--- src/rtl/serial_fas_ctrl_if.sv ---
`default_nettype none
// ============================================================================
// Module      : serial_fas_ctrl_if
// Description : Host-side command/result signals and fas-cell bit-serial
//               lanes for serial_fas_ctrl. ZERO_FLAG_EN adds the zero flag.
// Revision    : 1.0 - initial release
// ============================================================================
interface serial_fas_ctrl_if #(
    parameter int WIDTH = 8
);
    logic             start;
    logic             op;
    logic [WIDTH-1:0] a_in;
    logic [WIDTH-1:0] b_in;
    logic             fas_a;
    logic             fas_b;
    logic             fas_cin;
    logic             fas_s_op;
    logic             fas_s;
    logic             fas_cout;
    logic             busy;
    logic             done;
    logic [WIDTH-1:0] result;
    logic             cout_out;
    logic             overflow;
`ifdef ZERO_FLAG_EN
    logic             zero;

    modport master (
        output start, op, a_in, b_in, fas_s, fas_cout,
        input  fas_a, fas_b, fas_cin, fas_s_op,
        input  busy, done, result, cout_out, overflow, zero
    );

    modport slave (
        input  start, op, a_in, b_in, fas_s, fas_cout,
        output fas_a, fas_b, fas_cin, fas_s_op,
        output busy, done, result, cout_out, overflow, zero
    );
`else
    modport master (
        output start, op, a_in, b_in, fas_s, fas_cout,
        input  fas_a, fas_b, fas_cin, fas_s_op,
        input  busy, done, result, cout_out, overflow
    );

    modport slave (
        input  start, op, a_in, b_in, fas_s, fas_cout,
        output fas_a, fas_b, fas_cin, fas_s_op,
        output busy, done, result, cout_out, overflow
    );
`endif
endinterface
`default_nettype wire

--- src/rtl/serial_fas_ctrl.sv ---
`default_nettype none
// ============================================================================
// Module      : serial_fas_ctrl
// Description : Bit-serial add/subtract sequencer driving one external fas
//               full adder/subtractor cell, LSB first. Optional macro
//               ZERO_FLAG_EN adds a registered zero flag.
// Revision    : 1.0 - initial release
// ============================================================================
module serial_fas_ctrl #(
    parameter int WIDTH = 8,
    parameter int CNT_W = 4
) (
    input  wire               clk,
    input  wire               rst,
    serial_fas_ctrl_if.slave  bus
);

    typedef enum logic [1:0] {
        S_IDLE = 2'd0,
        S_RUN  = 2'd1,
        S_DONE = 2'd2
    } state_t;

    localparam logic [CNT_W-1:0] c_CNT_ONE = CNT_W'(1);
    localparam logic [CNT_W-1:0] c_CNT_MSB = CNT_W'(WIDTH - 1);
    localparam logic [CNT_W-1:0] c_CNT_PRE = CNT_W'(WIDTH - 2);

    state_t             state_q;
    logic [WIDTH-1:0]   a_sh_q;
    logic [WIDTH-1:0]   b_sh_q;
    logic [WIDTH-1:0]   res_sh_q;
    logic [WIDTH-1:0]   res_sh_d;
    logic [CNT_W-1:0]   cnt_q;
    logic               op_r_q;
    logic               carry_q;
    logic               prev_carry_q;
    logic               busy_q;
    logic               done_q;
    logic [WIDTH-1:0]   result_q;
    logic               cout_q;
    logic               ovf_q;
`ifdef ZERO_FLAG_EN
    logic               zero_q;
`endif

    assign res_sh_d = {bus.fas_s, res_sh_q[WIDTH-1:1]};

    always_ff @(posedge clk) begin
        if (rst) begin
            state_q      <= S_IDLE;
            a_sh_q       <= '0;
            b_sh_q       <= '0;
            res_sh_q     <= '0;
            cnt_q        <= '0;
            op_r_q       <= 1'b0;
            carry_q      <= 1'b0;
            prev_carry_q <= 1'b0;
            busy_q       <= 1'b0;
            done_q       <= 1'b0;
            result_q     <= '0;
            cout_q       <= 1'b0;
            ovf_q        <= 1'b0;
`ifdef ZERO_FLAG_EN
            zero_q       <= 1'b0;
`endif
        end else begin
            done_q <= 1'b0;
            case (state_q)
                S_IDLE: begin
                    if (bus.start) begin
                        a_sh_q   <= bus.a_in;
                        b_sh_q   <= bus.b_in;
                        op_r_q   <= bus.op;
                        // Subtract seeds the carry with the two's-complement +1
                        carry_q  <= bus.op;
                        cnt_q    <= '0;
                        res_sh_q <= '0;
                        busy_q   <= 1'b1;
                        state_q  <= S_RUN;
                    end
                end
                S_RUN: begin
                    res_sh_q <= res_sh_d;
                    carry_q  <= bus.fas_cout;
                    a_sh_q   <= a_sh_q >> 1;
                    b_sh_q   <= b_sh_q >> 1;
                    cnt_q    <= cnt_q + c_CNT_ONE;
                    if (cnt_q == c_CNT_PRE) begin
                        prev_carry_q <= bus.fas_cout;
                    end
                    if (cnt_q == c_CNT_MSB) begin
                        result_q <= res_sh_d;
                        cout_q   <= bus.fas_cout;
                        // Carry into MSB differing from carry out of MSB means signed overflow
                        ovf_q    <= bus.fas_cout ^ prev_carry_q;
`ifdef ZERO_FLAG_EN
                        zero_q   <= (res_sh_d == '0);
`endif
                        busy_q   <= 1'b0;
                        state_q  <= S_DONE;
                    end
                end
                S_DONE: begin
                    done_q  <= 1'b1;
                    state_q <= S_IDLE;
                end
                default: begin
                    state_q <= S_IDLE;
                end
            endcase
        end
    end

    assign bus.fas_a    = a_sh_q[0];
    assign bus.fas_b    = b_sh_q[0];
    assign bus.fas_cin  = carry_q;
    assign bus.fas_s_op = op_r_q;
    assign bus.busy     = busy_q;
    assign bus.done     = done_q;
    assign bus.result   = result_q;
    assign bus.cout_out = cout_q;
    assign bus.overflow = ovf_q;
`ifdef ZERO_FLAG_EN
    assign bus.zero     = zero_q;
`endif

endmodule
`default_nettype wire
--- src/flat_wrapper.sv ---
// flat-port wrapper written by rule: the top's interface ports become plain ports
module serial_fas_ctrl_flat 
#(
    parameter int WIDTH = 8,
    parameter int CNT_W = 4
)
  (clk, rst, bus_start, bus_op, bus_a_in, bus_b_in, bus_fas_s, bus_fas_cout, bus_fas_a, bus_fas_b, bus_fas_cin, bus_fas_s_op, bus_busy, bus_done, bus_result, bus_cout_out, bus_overflow);
  serial_fas_ctrl_if #(.WIDTH(WIDTH)) bus_i ();
  input  wire clk;
  input  wire rst;
  input wire logic [$bits(bus_i.start)-1:0] bus_start;
  input wire logic [$bits(bus_i.op)-1:0] bus_op;
  input wire logic [$bits(bus_i.a_in)-1:0] bus_a_in;
  input wire logic [$bits(bus_i.b_in)-1:0] bus_b_in;
  input wire logic [$bits(bus_i.fas_s)-1:0] bus_fas_s;
  input wire logic [$bits(bus_i.fas_cout)-1:0] bus_fas_cout;
  output wire logic [$bits(bus_i.fas_a)-1:0] bus_fas_a;
  output wire logic [$bits(bus_i.fas_b)-1:0] bus_fas_b;
  output wire logic [$bits(bus_i.fas_cin)-1:0] bus_fas_cin;
  output wire logic [$bits(bus_i.fas_s_op)-1:0] bus_fas_s_op;
  output wire logic [$bits(bus_i.busy)-1:0] bus_busy;
  output wire logic [$bits(bus_i.done)-1:0] bus_done;
  output wire logic [$bits(bus_i.result)-1:0] bus_result;
  output wire logic [$bits(bus_i.cout_out)-1:0] bus_cout_out;
  output wire logic [$bits(bus_i.overflow)-1:0] bus_overflow;
  assign bus_i.start = bus_start;
  assign bus_i.op = bus_op;
  assign bus_i.a_in = bus_a_in;
  assign bus_i.b_in = bus_b_in;
  assign bus_i.fas_s = bus_fas_s;
  assign bus_i.fas_cout = bus_fas_cout;
  assign bus_fas_a = bus_i.fas_a;
  assign bus_fas_b = bus_i.fas_b;
  assign bus_fas_cin = bus_i.fas_cin;
  assign bus_fas_s_op = bus_i.fas_s_op;
  assign bus_busy = bus_i.busy;
  assign bus_done = bus_i.done;
  assign bus_result = bus_i.result;
  assign bus_cout_out = bus_i.cout_out;
  assign bus_overflow = bus_i.overflow;
  serial_fas_ctrl #(.WIDTH(WIDTH), .CNT_W(CNT_W)) u_core (.clk(clk), .rst(rst), .bus(bus_i));
endmodule
--- config.mk ---
export PLATFORM = sky130hd
export DESIGN_NAME = serial_fas_ctrl_flat
export DESIGN_NICKNAME = d
export VERILOG_FILES = /design/src/rtl/serial_fas_ctrl_if.sv /design/src/rtl/serial_fas_ctrl.sv /design/src/flat_wrapper.sv
export SDC_FILE = /design/constraint.sdc
export NUM_CORES = 1
export LEC_CHECK = 0
export ABC_AREA = 1
export ABC_CLOCK_PERIOD_IN_PS = 1710
export CAP_MARGIN = 20
export CORE_MARGIN = 5
export CORE_UTILIZATION = 51
export CTS_CLUSTER_DIAMETER = 80
export DETAILED_ROUTE_END_ITERATION = 12
export PLACE_DENSITY = 0.88
export SLEW_MARGIN = 20
export SYNTH_ARGS = -nofsm -noshare
export SYNTH_HDL_FRONTEND = slang
export SYNTH_SLANG_ARGS = --single-unit
--- constraint.sdc ---
create_clock -name clk -period 1.71 [get_ports clk]
set_input_delay 0.2565 -clock clk [delete_from_list [all_inputs] [get_ports clk]]
set_output_delay 0.2565 -clock clk [all_outputs]
set_load 0.01 [all_outputs]
======== Yosys cells after proc, flatten, opt, wreduce, memory -nomap -nowiden ========
Index checks and enable logic that the tools add are counted.
word-level totals
  memories ................................ 0
  ROM bits ................................ 0
  RAM bits ................................ 0
  register bits ........................... 45
  bits in latches ......................... 0
  input port bits ......................... 22
operators by class
  divide/modulo/power cells ............... 0
  shifts and indexed selects .............. 0
  reduce and logical (&&, ||, !) cells .... 8
  multipliers ............................. 0
  muxes and demuxes ....................... 17
  equality and inequality tests ........... 6
  order comparisons ....................... 0
  add/subtract/negate cells ............... 1
  bitwise operators ....................... 1
operators by type and width
  kind                                                                     count
  8-bit case mux with 2 select lines                                       3
  8-bit two-way mux                                                        3
  2-bit AND reduction                                                      5
  4-bit by 3-bit equality test with 1-bit output, second input constant    2
  4-bit case mux with 2 select lines                                       1
  4-bit by 1-bit adder with 4-bit output, second input constant            1
  1-bit two-way mux                                                        4
  2-bit two-way mux                                                        2
  4-bit two-way mux                                                        1
  1-bit case mux with 2 select lines                                       2
  2-bit case mux with 2 select lines                                       1
  3-bit AND reduction                                                      1
  2-bit by 1-bit equality test with 1-bit output, second input constant    1
  2-bit equality test, second input constant                               1
  2-bit logical NOT                                                        1
  2-bit by 1-bit inequality test with 1-bit output, second input constant  1
  2-bit inequality test, second input constant                             1
  2-bit nonzero test                                                       1
  1-bit bitwise XOR                                                        1

======== Depth between registers and ports, before layout ========
  word-level depth ........................ 3
  mapped depth ............................ 8
  depth with buffers taken out ............ 7

======== Least setup slack after synthesis ========
OpenSTA, ideal clock, no wires.
  path kind ............................... register to register
  from .................................... register u_core.cnt_q[1]
  to ...................................... register u_core.ovf_q (netlist: u_core.bus.overflow)
  path buffers ............................ 1
  path slack .............................. 0.490 ns
  data arrival time ....................... 1.109 ns
  data required time ...................... 1.599 ns
  stages on the path, launching flop included .. 8
  cell sequence ........................... dfxtp_1 ha_1 nand2_1 nor2_1 nand2_4 buf_6 nor2_4 nor2_1
on the way
  longest elaborated chain between the ends .. 2
RTL lines
  element                                         line                   text
  from (decl)                                     serial_fas_ctrl.sv:33  logic [CNT_W-1:0] cnt_q;
  from (signal assigned)                          serial_fas_ctrl.sv:87  cnt_q <= cnt_q + c_CNT_ONE;
  4-bit by 3-bit equality test with 1-bit output  serial_fas_ctrl.sv:91  if (cnt_q == c_CNT_MSB) begin
  2-bit AND reduction (no line)                   n/a
  to (signal assigned)                            serial_fas_ctrl.sv:95  ovf_q <= bus.fas_cout ^ prev_carry_q;
  to (decl)                                       serial_fas_ctrl.sv:41  logic ovf_q;
Every way passes these cells.
A chain may end at the register's enable or synchronous reset.

======== Worst setup path in the final report ========
  from .................................... register u_core.result_q[5] (netlist: u_core.bus.result[5])
  to ...................................... output port bus_result[5]
RTL lines
  element                 line                   text
  from (decl)             serial_fas_ctrl.sv:39  logic [WIDTH-1:0] result_q;
  from (signal assigned)  serial_fas_ctrl.sv:92  result_q <= res_sh_d;
  to (decl)               flat_wrapper.sv:23     output wire logic [$bits(bus_i.result)-1:0] bus_result;
No word-level cell between the ends.

==> impl_metrics.prom <==
# TYPE chip_impl_metric gauge
chip_impl_metric{name="route.antenna.remaining_nets",unit=""} 0
chip_impl_metric{name="setup-violations-final",unit=""} 0
chip_impl_metric{name="synth.net_count",unit=""} 299
chip_impl_metric{name="clk-insertion-delay-late",unit="ns"} 0.30
chip_impl_metric{name="ctsResizeCount",unit=""} 0
chip_impl_metric{name="finalCritPeriodShare",unit="%"} 85.2
chip_impl_metric{name="total_grt_overflow",unit=""} 0
chip_impl_info{name="worst_path_dominant_cell_family",value="buffers and inverters"} 1
chip_impl_metric{name="avgViaCountPerCell",unit=""} 4.73
chip_impl_metric{name="grt_pass1_vias",unit=""} 1622
chip_impl_info{name="timing_worst_setup_path_type",value="reg2out"} 1
chip_impl_metric{name="worst-endpoint-required",unit="ns"} 1.45
chip_impl_metric{name="wl_per_cell",unit="um"} 11.1
chip_impl_metric{name="postSynthAreaPerCell",unit="um2"} 7.23
chip_impl_metric{name="syn-instance-count",unit=""} 275
chip_impl_metric{name="final-max-slew-violation-count",unit=""} 0
chip_impl_metric{name="synth-seq-cells",unit=""} 44
chip_impl_metric{name="muxShareOfSynthArea",unit="%"} 0
chip_impl_metric{name="area.growth.synth_to_final",unit="%"} 24.9
chip_impl_metric{name="warnings_from_yosys",unit=""} 0
chip_impl_metric{name="cp_slowest_stage_delay",unit="ns"} 0.54
chip_impl_metric{name="grt_pass1_wl",unit="um"} 6830
chip_impl_metric{name="post_synth_fa_ha_maj_area_fraction",unit="%"} 1.26
chip_impl_metric{name="gr-usage-all-layers",unit="%"} 16.7
chip_impl_metric{name="max_slew_margin",unit="%"} 74.3
chip_impl_metric{name="p_leak",unit="nW"} 1.10
chip_impl_metric{name="totalNegativeSetupSlack",unit="ns"} 0
chip_impl_info{name="path_cells",value="clkdlybuf4s50_1"} 1
chip_impl_metric{name="floorplan.core_area",unit="mm2"} 0.00372
chip_impl_metric{name="synth_simple_gate_area_share",unit="%"} 34.8
chip_impl_metric{name="cts.reportedPaths.clkPinSlew",unit="ns"} 0.09
chip_impl_metric{name="worstMarginPinSlew",unit="ns"} 0.384
chip_impl_metric{name="fp-row-count",unit=""} 22
chip_impl_info{name="endpoint_kind",value="output pin"} 1
chip_impl_metric{name="post_route_cells_drive_above_1_share",unit="%"} 12.8
chip_impl_info{name="critical_path_source_type",value="flop"} 1
chip_impl_metric{name="cts.sinks",unit=""} 44
chip_impl_metric{name="grt_max_degree",unit=""} 43
chip_impl_info{name="grt_setup_unrepaired",value="no"} 1
chip_impl_metric{name="period_needed",unit="ns"} 1.46
chip_impl_metric{name="hold_violations",unit=""} 0
chip_impl_metric{name="antenna_found_initial",unit=""} 0
chip_impl_metric{name="synth_area",unit="mm2"} 0.00199
chip_impl_info{name="synth_top_family_by_area",value="simple AND/OR/NAND/NOR gates"} 1
chip_impl_metric{name="tritoncts.num_buffers",unit=""} 5
chip_impl_metric{name="critical_path_buf_inv_count",unit=""} 1
chip_impl_metric{name="detailedRoute.firstPassIterationCount",unit=""} 4
chip_impl_info{name="cts_tree",value="yes"} 1
chip_impl_metric{name="post_cts.repair.setup_buffers",unit=""} 0
chip_impl_info{name="clk_root_buffer_cell",value="sky130_fd_sc_hd__clkbuf_8"} 1
chip_impl_metric{name="critPathArrivalTime",unit="ns"} 1.20
chip_impl_metric{name="synth-compound-area-share",unit="%"} 9.26
chip_impl_info{name="status",value="complete, no violations"} 1
chip_impl_metric{name="port_buffers",unit=""} 37
chip_impl_metric{name="power_density",unit="mW/mm2"} 894
chip_impl_metric{name="die-area",unit="mm2"} 0.00524
chip_impl_metric{name="synth_xor_area_share",unit="%"} 0.441
chip_impl_info{name="hp-class",value="reg2reg"} 1
chip_impl_metric{name="initial_drt_markers",unit=""} 107
chip_impl_metric{name="maximum_clock_skew_at_final_layout",unit="ns"} 0.00919
chip_impl_metric{name="cts.htree.levels",unit=""} 2
chip_impl_metric{name="max_freq",unit="MHz"} 686
chip_impl_metric{name="yosys.cell_types.count",unit=""} 25
chip_impl_metric{name="design.final.nets",unit=""} 336
chip_impl_metric{name="drv_cap",unit=""} 0
chip_impl_metric{name="die_width",unit="um"} 72.4
chip_impl_metric{name="critical_path.max_fanout",unit=""} 2
chip_impl_metric{name="antennaDiodeCount",unit=""} 0
chip_impl_info{name="slowest_cell_on_the_critical_path",value="sky130_fd_sc_hd__clkdlybuf4s50_1"} 1
chip_impl_metric{name="cts_max_path_buffers",unit=""} 2
chip_impl_metric{name="fp.dieH",unit="um"} 72.4
chip_impl_metric{name="cts_hold_buf",unit=""} 0
chip_impl_metric{name="synth_sequential_area_ratio",unit="%"} 44.3
chip_impl_metric{name="top_level_ports",unit=""} 38
chip_impl_metric{name="routed-via-count",unit=""} 1707
chip_impl_metric{name="starting_density",unit="%"} 53.5
chip_impl_metric{name="wirelength",unit="um"} 4000
chip_impl_metric{name="routabilityCongestion",unit=""} 0.772
chip_impl_metric{name="drt_drc_violations_left",unit=""} 0
chip_impl_metric{name="post_dp_hpwl",unit="um"} 2720
chip_impl_metric{name="worst_ir_drop_on_vdd",unit="mV"} 0.636
chip_impl_metric{name="fin_util",unit="%"} 66.8
[final timing paths]
kind,depth (start not counted),startpoint,slack (ns),to
max,1,u_core.bus.result[5]$_SDFFE_PP0P_,0.25,bus_result[5]
min,2,u_core.bus.fas_s_op$_SDFFE_PP0P_,0.47,u_core.bus.fas_s_op$_SDFFE_PP0P_
max reg2reg,6,u_core.state_q[0]$_SDFFE_PP0P_,0.29,u_core.b_sh_q[1]$_SDFFE_PP0P_
min reg2reg,2,u_core.bus.fas_s_op$_SDFFE_PP0P_,0.47,u_core.bus.fas_s_op$_SDFFE_PP0P_
[synthesized netlist by cell type, drive strengths merged]
master  count  area [um2]
dfxtp      44         881
ha          2        25.0
clkinv      1        3.75
xor2        1        8.76
nand2     101         409
buf        13         108
inv        23        86.3
nor2       44         199
nand3      13        65.1
nor3        1        5.00
o21ai      15         109
or2         2        12.5
a21oi      15        75.1
[final cells by class]
| type | instances | area, um2 |
|---|---|---|
| flip-flops and latches | 44 | 881 |
| fillers | 318 | 1230 |
| inverters | 24 | 90.1 |
| well taps | 48 | 60.1 |
| clock buffers | 5 | 68.8 |
| multi-input cells | 194 | 908 |
| clock inverters | 3 | 46.3 |
| repair buffers | 43 | 428 |
[layout by cell type, fill, tap and decap left out, drive strengths merged]
master / count
a21oi: 15
buf: 6
bufinv: 1
clkbuf: 5
clkdlybuf4s50: 37
clkinv: 1
clkinvlp: 1
dfxtp: 44
ha: 2
inv: 24
nand2: 101
nand3: 13
nor2: 44
nor3: 1
o21ai: 15
or2: 2
xor2: 1
[flip-flops by register name, indices dropped and copies added (netlist names)]
name and count:
u_core.state_q 2, u_core.bus.done 1, u_core.bus.result 8, u_core.prev_carry_q 1
u_core.cnt_q 4, u_core.a_sh_q 8, u_core.b_sh_q 8, u_core.bus.overflow 1
u_core.bus.cout_out 1, u_core.bus.fas_s_op 1, u_core.bus.busy 1, u_core.res_sh_q 7
u_core.bus.fas_cin 1
[power by group]
| group | switching [mW] | total, mW | internal (mW) |
|---|---|---|---|
| Clock | 0.373 | 0.813 | 0.440 |
| Combinational | 0.174 | 0.316 | 0.142 |
| Sequential | 0.0203 | 1.09 | 1.07 |
[through the flow]
| step | hold WS [ns] | cell area, um2 | setup slack, ns | cells | power [mW] |
|---|---|---|---|---|---|
| 4_1_cts | 0.471 | 2480 | 0.247 | 361 | 2.23 |
| 2_1_floorplan | 0.360 | 1990 | 0.490 | 275 | 1.33 |
| 5_1_grt | 0.487 | 2480 | 0.165 | 361 | 2.32 |
| 3_5_place_dp | 0.455 | 2370 | 0.282 | 353 | 1.43 |
| 3_3_place_gp | 0.448 | 2370 | 0.326 | 353 | 1.42 |
| 6_report | 0.471 | 2480 | 0.253 | 361 | 2.22 |
[per-layer routing]
| metal | up-vias | global-route usage (%) | part of all wire, % |
|---|---|---|---|
| met2 | 29 | 29.1 | 49 |
| met1 | 758 | 18.8 | 45 |
| met3 | 10 | 4.71 | 3.9 |
| met5 | - | 0 | 0 |
| met4 | 0 | 7.58 | 2.2 |
| li1 | 910 | - | - |
[cell families (layout without fill, tap and decap cells)]
family	Yosys count	in the layout
xor+xnor	1	1
fa+ha+maj	2	2
buf+inv	37	75
simple gates	161	161
flops	44	44
compound gates	30	30
No activity file was read; power rests on OpenSTA's default activity.
